===== src/rtl/ysyx_23060251_axi_pkg.sv =====
// Shared AXI-Lite definitions for the fetch-side instruction SRAM slave.
// Holds the response codes, the slave FSM state encoding, the LFSR feedback
// taps and the instruction memory image read by the slave.
package ysyx_23060251_axi_pkg;

  localparam logic [1:0] AXI_OKAY   = 2'b00;
  localparam logic [1:0] AXI_EXOKAY = 2'b01;
  localparam logic [1:0] AXI_SLVERR = 2'b10;
  localparam logic [1:0] AXI_DECERR = 2'b11;

  // x^8+x^6+x^5+x^4+1 in right-shifting Galois form
  localparam logic [7:0] LFSR_TAPS = 8'hB8;

  typedef enum logic [2:0] {
    S_IDLE  = 3'b001,
    S_DELAY = 3'b010,
    S_RESP  = 3'b100
  } state_e;

  // Instruction memory image: a short boot sequence at the window base,
  // an address-derived pattern everywhere else.
  function automatic int pmem_read(input int addr);
    if (addr == 32'h8000_0000) return 32'h0000_0413;
    if (addr == 32'h8000_0004) return 32'h0000_0493;
    return addr ^ 32'h1357_9BDF;
  endfunction

endpackage


===== src/rtl/ifu_isram_lfsr.sv =====
// 8-bit Galois LFSR used to draw per-request bus latency.
// Ports: clk_i/rst_i (async, active-low), en_i advance enable,
//        val_o current LFSR state.
module ifu_isram_lfsr
  import ysyx_23060251_axi_pkg::*;
#(
  parameter logic [7:0] SEED = 8'hA5
) (
  input  logic       clk_i,
  input  logic       rst_i,
  input  logic       en_i,
  output logic [7:0] val_o
);

  logic [7:0] r_lfsr;

  always_ff @(posedge clk_i or negedge rst_i) begin
    if (!rst_i)    r_lfsr <= SEED;
    else if (en_i) r_lfsr <= {1'b0, r_lfsr[7:1]} ^ (r_lfsr[0] ? LFSR_TAPS : 8'h00);
  end

  assign val_o = r_lfsr;

endmodule


===== src/rtl/ifu_isram_axil.sv =====
// Read-only AXI-Lite instruction SRAM slave in front of the fetch unit.
// One outstanding read: AR accepted in IDLE, optional DELAY countdown,
// response held in RESP until the R handshake.
// Ports: clk_i/rst_i (async, active-low); slv_ar_* read address channel;
//        slv_r_* read data channel; req_cnt_o completed R handshakes.
module ifu_isram_axil
  import ysyx_23060251_axi_pkg::*;
#(
  parameter int unsigned         ADDR_W     = 32,
  parameter int unsigned         DATA_W     = 32,
  parameter logic [ADDR_W-1:0]   BASE_ADDR  = 32'h8000_0000,
  parameter logic [ADDR_W-1:0]   MEM_BYTES  = 32'h0800_0000,
  parameter int unsigned         FIXED_LAT  = 1,
  parameter bit                  RANDOM_LAT = 1'b0,
  parameter logic [7:0]          LAT_MASK   = 8'h07,
  parameter logic [7:0]          LFSR_SEED  = 8'hA5
) (
  input  logic              clk_i,
  input  logic              rst_i,
  input  logic              slv_ar_valid_i,
  input  logic [ADDR_W-1:0] slv_ar_addr_i,
  output logic              slv_ar_ready_o,
  output logic              slv_r_valid_o,
  output logic [DATA_W-1:0] slv_r_data_o,
  output logic [1:0]        slv_r_resp_o,
  input  logic              slv_r_ready_i,
  output logic [31:0]       req_cnt_o
);

  // one extra bit so BASE_ADDR+MEM_BYTES cannot wrap
  localparam logic [ADDR_W:0] LP_LO = {1'b0, BASE_ADDR};
  localparam logic [ADDR_W:0] LP_HI = LP_LO + {1'b0, MEM_BYTES};

  state_e              r_state, w_state_nxt;
  logic [ADDR_W-1:0]   r_addr, w_cap_addr;
  logic [7:0]          r_cnt, w_lfsr, w_lat;
  logic [DATA_W-1:0]   r_data, w_data;
  logic [1:0]          r_resp, w_resp;
  logic [31:0]         r_req_cnt;
  logic                w_ar_hs, w_r_hs, w_capture;

  ifu_isram_lfsr #(.SEED(LFSR_SEED)) u_lfsr (
    .clk_i (clk_i),
    .rst_i (rst_i),
    .en_i  (1'b1),
    .val_o (w_lfsr)
  );

  assign w_ar_hs   = slv_ar_valid_i & (r_state == S_IDLE);
  assign w_r_hs    = slv_r_ready_i & (r_state == S_RESP);
  assign w_lat     = RANDOM_LAT ? (w_lfsr & LAT_MASK) : 8'(FIXED_LAT);
  // zero latency captures straight from the bus on the AR edge
  assign w_capture = (w_ar_hs && w_lat == 8'd0) || (r_state == S_DELAY && r_cnt == 8'd0);
  assign w_cap_addr = (r_state == S_IDLE) ? slv_ar_addr_i : r_addr;

  always_comb begin
    w_data = '0;
    w_resp = AXI_DECERR;
    if ({1'b0, w_cap_addr} >= LP_LO && {1'b0, w_cap_addr} < LP_HI) begin
      if (w_cap_addr[1:0] != 2'b00) begin
        w_resp = AXI_SLVERR;
      end else begin
        w_resp = AXI_OKAY;
        w_data = DATA_W'(pmem_read(int'(w_cap_addr)));
      end
    end
  end

  always_comb begin
    w_state_nxt = r_state;
    unique case (r_state)
      S_IDLE:  if (w_ar_hs) w_state_nxt = (w_lat == 8'd0) ? S_RESP : S_DELAY;
      S_DELAY: if (r_cnt == 8'd0) w_state_nxt = S_RESP;
      S_RESP:  if (w_r_hs) w_state_nxt = S_IDLE;
      default: w_state_nxt = S_IDLE;
    endcase
  end

  always_ff @(posedge clk_i or negedge rst_i) begin
    if (!rst_i) r_state <= S_IDLE;
    else        r_state <= w_state_nxt;
  end

  always_ff @(posedge clk_i or negedge rst_i) begin
    if (!rst_i) begin
      r_addr    <= '0;
      r_cnt     <= '0;
      r_data    <= '0;
      r_resp    <= AXI_OKAY;
      r_req_cnt <= '0;
    end else begin
      if (w_ar_hs) begin
        r_addr <= slv_ar_addr_i;
        r_cnt  <= w_lat - 8'd1;
      end else if (r_state == S_DELAY && r_cnt != 8'd0) begin
        r_cnt <= r_cnt - 8'd1;
      end
      if (w_capture) begin
        r_data <= w_data;
        r_resp <= w_resp;
      end
      if (w_r_hs) r_req_cnt <= r_req_cnt + 32'd1;
    end
  end

  assign slv_ar_ready_o = (r_state == S_IDLE);
  assign slv_r_valid_o  = (r_state == S_RESP);
  assign slv_r_data_o   = r_data;
  assign slv_r_resp_o   = r_resp;
  assign req_cnt_o      = r_req_cnt;

endmodule

===== config.mk =====
export PLATFORM = sky130hd
export DESIGN_NAME = ifu_isram_axil
export DESIGN_NICKNAME = d
export VERILOG_FILES = /design/src/rtl/ysyx_23060251_axi_pkg.sv /design/src/rtl/ifu_isram_lfsr.sv /design/src/rtl/ifu_isram_axil.sv
export SDC_FILE = /design/constraint.sdc
export NUM_CORES = 1
export LEC_CHECK = 0
export ABC_AREA = 1
export BUFFER_PORTS_ARGS = -buffer_cell sky130_fd_sc_hd__buf_2
export CAP_MARGIN = 20
export CORE_ASPECT_RATIO = 2
export CORE_MARGIN = 3
export CORE_UTILIZATION = 31
export DETAILED_ROUTE_END_ITERATION = 10
export PLACE_DENSITY = 0.52
export SLEW_MARGIN = 20
export SYNTH_ARGS = -nofsm -noshare
export SYNTH_HDL_FRONTEND = slang
export SYNTH_SLANG_ARGS = --single-unit

===== constraint.sdc =====
create_clock -name clk_i -period 5.4 [get_ports clk_i]
set_clock_uncertainty 0.15 [all_clocks]
set_input_delay 0.27 -clock clk_i [delete_from_list [all_inputs] [get_ports clk_i]]
set_output_delay 0.27 -clock clk_i [all_outputs]
set_load 0.02 [all_outputs]

==> key figures, run 1 <==
Synthesis
  • Unique masters post-synth: 35
  • Seq cells post-synth: 108
  • Synthesized netlist net count: 714
  • Synth Cell Area: 5340 um^2
  • EDFF count, synth: 0
  • Ys async rst share: 1.00
  • Post-synthesis cell count: 675
  • Seq/Total Area, Yosys: 0.507
  • Top_reg_cell synth: dfrtp_1
  • Yosys warning count: 0
  • Avg Synthesized Cell Area: 7.91 um^2

Power
  • Comb power frac: 0.382
  • VDD IR max: 162 uV
  • Clock share of power: 0.235
  • Power Total: 3.09 mW
  • Sw Ratio: 0.407
  • Total net switching power: 1.26 mW
  • Int Pwr: 1.83 mW
  • Power density over cell area: 484 nW/um^2
  • Seq pwr share: 0.383
  • Leak: 3.50 nW

Clock network
  • Worst skew pair latency: 350 ps
  • TritonCTS clock tree: yes
  • Htree depth: 3
  • Inserted Clock Buffers: 9
  • Post-CTS Resized: 0
  • Clock buffer depth: 2
  • Reg clk slew, reported paths: 80 ps
  • Clock Sinks: 108
  • Root Buffer: clkbuf_16

Run
  • Max cap viols: 0

Routing
  • Drt first-iter violations: 218
  • ANT nets after route: 0
  • TritonRoute pass-1 iters: 4
  • Wirelength per Cell: 14.4 um
  • Remaining DRCs: 0
  • Total wire length: 14.2 mm
  • Vias per inst: 4.61
  • Via count: 4555

Timing
  • Setup tns final: 0 ps
  • Endpoints failing setup: 0
  • Fmax: 0.320 GHz
  • Setup ws final: 2270 ps
  • Hold_ws: 12.1 ps
  • Final Hold Violating Endpoints: 0
  • Worst rel slew slack: 0.437
  • Final slew viol count: 0
  • Final Cycle Share: 0.579
  • Fin crit period: 3130 ps
  • RSZ-0062 raised after global routing: false
  • Worst-margin pin slew: 844 ps

Floorplan
  • I/O pin cnt: 104
  • Row count: 67
  • Initial core utilization: 0.317
  • Core Area: 16800 um^2
  • Die ar.: 18900 um^2
  • Die span in y: 192 um
  • Die width: 98.8 um

Place
  • Routability cong.: 0.827
  • # port buffers: 103
  • Setup WS pre-CTS: 2290 ps
  • Hpwl dp: 10.9 mm
  • Placed instance area: 6010 um^2
  • Placed Instances: 966

Global routing
  • Largest net degree at the start of global routing: 66
  • Total grt overflow: 0
  • Gr usage total: 0.157
  • M1 GR Usage: 0.166
  • Initial antenna violation count: 0
  • Number of global-route vias before repair: 4517
  • Grt met2 use: 0.305
  • Global routing usage on met3: 0.0269
  • First-pass GRT wire length: 23.3 mm
  • Gr busiest metal: met2

Critical path
  • Worst R2R Path Depth: 10
  • Critical path data arrival time: 3220 ps
  • Crit path max fanout: 38
  • CP required: 5490 ps
  • Setup crit start kind: register
  • Critical path type: register to register
  • Crit path capture type: register

Cells and area
  • Final instance area: 6380 um^2
  • Commonest non-fill, non-tap cell in the layout: nand2_1
  • Final net count: 814
  • Layout cells sized above 1: 0.190
  • Final core utilization: 0.379
  • Final non-filler cell total: 987
  • Antenna cells: 0
  • Area grow syn2layout: 19.6%
  • Leading cell types in the layout, fill and taps excluded: nand2_1 (214), dfrtp_1 (107), buf_2 (102)

Outcome
  • Outcome: finished, final reports clean

Worst hold path
  • Min-Delay Path Depth: 3
  • HP Class: primary input to register
layer usage:
layer,part of all wire,wire length (um)
met1,0.37,5310
met2,0.56,8010
met3,0.040,567
met4,0.022,308
met5,0,0
power groups by stage:
stage / registers, mW / clock network [mW] / logic (mW)
floorplan: 1.29 / 0 / 0.793
global placement: 1.19 / 0 / 1.19
detailed placement: 1.20 / 0 / 1.20
CTS: 1.18 / 0.754 / 1.20
global route: 1.22 / 0.789 / 1.36
finish: 1.18 / 0.726 / 1.18
worst max-delay path: stages, from the launching register on:
cell and delay (ps):
dfrtp_1 400, inv_2 380, nand3_2 740, o21ai_1 440, nand2_1 80, nor2_1 110, nand2_1 80, nor2_2 140
nand2_2 230, nand4_1 190, nand2_1 60
flip-flops by register name, indices dropped and copies added, names as in the netlist:
register / cells
r_state: 3
r_addr: 32
req_cnt_o: 32
r_cnt: 8
slv_r_data_o: 31
slv_r_resp_o: 2
logic make-up after synthesis:
kind of cell,synth area share
and+or+nand+nor,0.289
buffers and inverters,0.0910
DFF,0.507
AOI/OAI and AO/OA,0.0619
xor gates and xnor gates,0.0443
adders and majority gates,0.00703
synth_stat cells (all sizes together) (2+ instances only):
cell    count  share of area
ha          3         0.0070
xor2       14          0.023
nor4        2         0.0023
nor2       50          0.038
clkbuf      8         0.0056
o21ai      49          0.047
nand4      28          0.033
nand2     217           0.15
nor3       15          0.017
dfrtp     107           0.50
nand3      44          0.042
a21oi       6         0.0056
buf        14          0.019
o21a        2         0.0028
xnor2      13          0.021
inv        95          0.067
worst paths after layout:
kind,from,slack (ps),endpoint
worst min-delay path,slv_ar_addr_i[20],10,r_addr[20]
worst max-delay path,r_state[2],2270,slv_r_data_o[28]
max in group asynchronous,rst_i,3590,r_addr[8]
min in group asynchronous,rst_i,420,slv_r_data_o[21]
worst min register to register,req_cnt_o[31],320,req_cnt_o[31]
worst max register to register,r_state[2],2270,slv_r_data_o[28]
area by class of cell:
| cell class | instances | area [um^2] |
|---|---|---|
| timing repair buffer | 111 | 591 |
| sequential | 108 | 2700 |
| fill | 1813 | 10500 |
| inverter | 95 | 357 |
| clock inverter | 7 | 100 |
| tap | 207 | 259 |
| multi-input combinational | 450 | 2150 |
| clock buffer | 9 | 225 |
timing repair:
item | in CTS | in global routing
buffers inserted | 0 | 0
hold endpoints to repair | 67 | 0
endpoints found under the setup margin | 0 | 0
hold buffers | 5 | 0
(Power assumes the default switching activity.)
==> inputs of run 2 (changes only) <==
- ABC_AREA: 1 -> 0
- clock period: 5.4 -> 3.24 ns (I/O delays scaled with it)
==> key figures, run 2 <==
Synthesis
  • Yosys warning count: 0 (unchanged)
  • Unique masters post-synth: 54 (+54%)
  • Synthesized netlist net count: 518 (-27%)
  • Top-area cell type share of the netlist area: 0.525 (+0.0231)
  • Synth Cell Area: 5100 um^2 (-4.4%)
  • Post-synthesis cell count: 479 (-29%)
  • Cell taking the most area after synthesis: dfrtp_1
  • Top_reg_cell synth: dfrtp_1
  • EDFF count, synth: 0 (unchanged)
  • Seq cells post-synth: 108 (unchanged)
  • Synth top cells by count: dfrtp_1 (107), nor2_1 (57), nand2_1 (50), mux2_2 (30), nor3_1 (21)
  • Ys async rst share: 1.00 (unchanged)
  • Most frequent cell after synthesis: dfrtp_1
  • Largest cells by area after synthesis: dfrtp_1 (52%), mux2_2 (6.6%), nor2_1 (4.2%)
  • Avg Synthesized Cell Area: 10.7 um^2 (+35%)
  • Seq/Total Area, Yosys: 0.530 (+0.0234)

Routing
  • Remaining DRCs: 0 (unchanged)
  • ANT nets after route: 0 (unchanged)
  • Drt first-iter violations: 177 (-19%)
  • Via count: 4082 (-10%)
  • Total wire length: 13.9 mm (-2.2%)
  • Vias per inst: 4.98 (+7.9%)
  • Wirelength per Cell: 16.9 um (+18%)
  • TritonRoute pass-1 iters: 4 (unchanged)

Timing
  • Worst rel slew slack: 0.518 (+0.0804)
  • Fmax: 0.406 GHz (+27%)
  • RSZ-0062 raised after global routing: false
  • Endpoints failing setup: 0 (unchanged)
  • Final slew viol count: 0 (unchanged)
  • Fin crit period: 2460 ps (-664 ps)
  • Setup tns final: 0 ps (unchanged)
  • Final Hold Violating Endpoints: 0 (unchanged)
  • Final Cycle Share: 0.760 (+0.181)
  • Worst-margin pin slew: 724 ps (-121 ps)

Critical path
  • CP required: 3370 ps (-2120 ps)
  • Max incr delay on CP: 530 ps (-210 ps)
  • Slowest-stage cell, CP: nor4_1
  • Worst-path cell chain: nor4bb_2 > buf_4 > nand3_1 > nor4_1 > xor2_1
  • Worst R2R Path Depth: 5 (-5)
  • Crit path capture type: register
  • Reg2Reg Setup Slack: 780 ps (-1500 ps)
  • Critical path data arrival time: 2590 ps (-630 ps)
  • Crit path max fanout: 13 (-66%)
  • Critical path type: register to register
  • Critical R2R Launch: r_state[1]
  • End of the worst register-to-register path: req_cnt_o[31]
  • Setup crit start kind: register

Power
  • VDD IR max: 405 uV (+150%)
  • Total net switching power: 1.92 mW (+53%)
  • Leak: 3.09 nW (-12%)
  • Power Total: 4.99 mW (+62%)
  • Clock share of power: 0.227 (-0.008)
  • Comb power frac: 0.359 (-0.023)
  • Seq pwr share: 0.414 (+0.031)
  • Int Pwr: 3.07 mW (+67%)
  • Power density over cell area: 772 nW/um^2 (+60%)
  • Sw Ratio: 0.385 (-0.0214)

Clock network
  • Reg clk slew, reported paths: 80 ps (about the same)
  • Inserted Clock Buffers: 9 (unchanged)
  • Clock Sinks: 108 (unchanged)
  • Post-CTS setup buffers: 0 (unchanged)
  • TritonCTS clock tree: yes
  • Clock buffer depth: 2 (unchanged)
  • Post-CTS Resized: 0 (unchanged)
  • Worst skew pair latency: 350 ps (about the same)
  • Htree depth: 3 (unchanged)
  • Root Buffer: clkbuf_16

Run
  • Max cap viols: 0 (unchanged)

Floorplan
  • Die width: 96.7 um (-2.1%)
  • Row count: 65 (-3.0%)
  • Initial core utilization: 0.320 (+0.00332)
  • I/O pin cnt: 104 (unchanged)
  • Die ar.: 18100 um^2 (-4.2%)
  • Die span in y: 187 um (-2.2%)
  • Core Area: 15900 um^2 (-5.4%)

Place
  • # port buffers: 103 (unchanged)
  • Routability cong.: 0.850 (+2.9%)
  • Placed instance area: 5810 um^2 (-3.2%)
  • Hpwl dp: 10.3 mm (-4.7%)

Cells and area
  • Area grow syn2layout: 26.7%
  • Commonest non-fill, non-tap cell in the layout: dfrtp_1
  • Layout cells sized above 1: 0.286 (+0.0962)
  • Final net count: 653 (-20%)
  • Final instance area: 6470 um^2 (+1.3%)
  • Antenna cells: 0 (unchanged)
  • Leading cell types in the layout, fill and taps excluded: dfrtp_1 (107), buf_2 (102), nor2_1 (57)
  • FILL cells: 1616 (-11%)

Global routing
  • Largest net degree at the start of global routing: 56 (-15%)
  • Initial antenna violation count: 0 (unchanged)
  • Total grt overflow: 0 (unchanged)
  • Number of global-route vias before repair: 4310 (-4.6%)
  • Gr usage total: 0.156 (-0.000992)
  • First-pass GRT wire length: 22.7 mm (-2.5%)

Worst hold path
  • HP Class: primary input to async pin

Outcome
  • Outcome: finished, final reports clean
## run 2: changes by cell type after synthesis, sizes merged, moves of 7 or more
cell | before | now
o21ai | 49 | 7
and4 | 0 | 8
o31ai | 1 | 16
mux2 | 0 | 33
nand2 | 217 | 50
nor2 | 50 | 57
inv | 95 | 13
a22o | 1 | 8
nor4 | 2 | 17
a21oi | 6 | 14
nand4 | 28 | 12
nand3 | 44 | 13
## run 2: logic make-up (layout without fill, tap and decap cells)
family,count (synthesis),in the layout,synth area share
mux,35,35,0.0768
compound gates,58,58,0.0902
buf+inv,38,178,0.0385
xor+xnor,34,34,0.0584
fa+ha+maj,3,3,0.00736
flops,108,108,0.530
simple gates,203,203,0.199
## run 2: worst max-delay path, delay by kind of cell (launching register included)
family                    cells  cell delay, ps
buffers and inverters         1             240
xor gates and xnor gates      1             190
DFF                           1             460
and+or+nand+nor               3            1340
## run 2: final cells by class
class / count / area, um^2 / share of cell area
sequential: 108 / 2700 / 0.418
multi-input combinational: 333 / 2210 / 0.342
timing repair buffer: 148 / 943 / 0.146
tap: 201 / 251 / 0.0389
clock buffer: 9 / 225 / 0.0348
clock inverter: 7 / 76.3 / 0.0118
inverter: 14 / 57.6 / 0.00890
## run 2: what timing repair did
action | in CTS | in global routing
endpoints found under the hold margin | 87 | 0
endpoints found under the setup margin | 0 | 0
hold buffers | 35 | 0
## run 2: layer usage
metal / vias to the layer above / global-route usage / share of wire
met5: - / 0 / 0
met4: 0 / 0.0649 / 0.026
met3: 19 / 0.0269 / 0.030
met2: 89 / 0.296 / 0.56
met1: 2016 / 0.167 / 0.39
li1: 1958 / - / -
## run 2: how the worst max path moves through the flow
stage | end | startpoint | cells past startpoint | slack, ps
after floorplan | r_addr[11] | r_state[0] | 7 | 1210
after global placement | slv_r_data_o[28] | r_state[0] | 5 | 840
after detailed placement | slv_r_data_o[28] | r_state[0] | 5 | 760
after CTS | slv_r_data_o[28] | r_state[0] | 5 | 770
after global routing | slv_r_data_o[28] | r_state[0] | 5 | 580
final | req_cnt_o[31] | r_state[1] | 5 | 780
## run 2: per-stage QoR
step / worst slack, ps / instances / util / hold WS (ps)
CTS: 765 / 820 / 0.406 / 266
detailed placement: 760 / 769 / 0.365 / 119
finish: 777 / 820 / 0.406 / 235
global route: 579 / 820 / 0.406 / 299
global placement: 837 / 769 / 0.365 / 103
floorplan: 1210 / 479 / - / -284
## run 2: power by group through the flow
stage	clock, mW	sequential (mW)	combinational, mW
floorplan	0	2.16	1.14
global placement	0	2.07	1.73
detailed placement	0	2.09	1.78
CTS	1.18	2.07	1.81
global route	1.22	2.12	1.99
finish	1.13	2.07	1.79
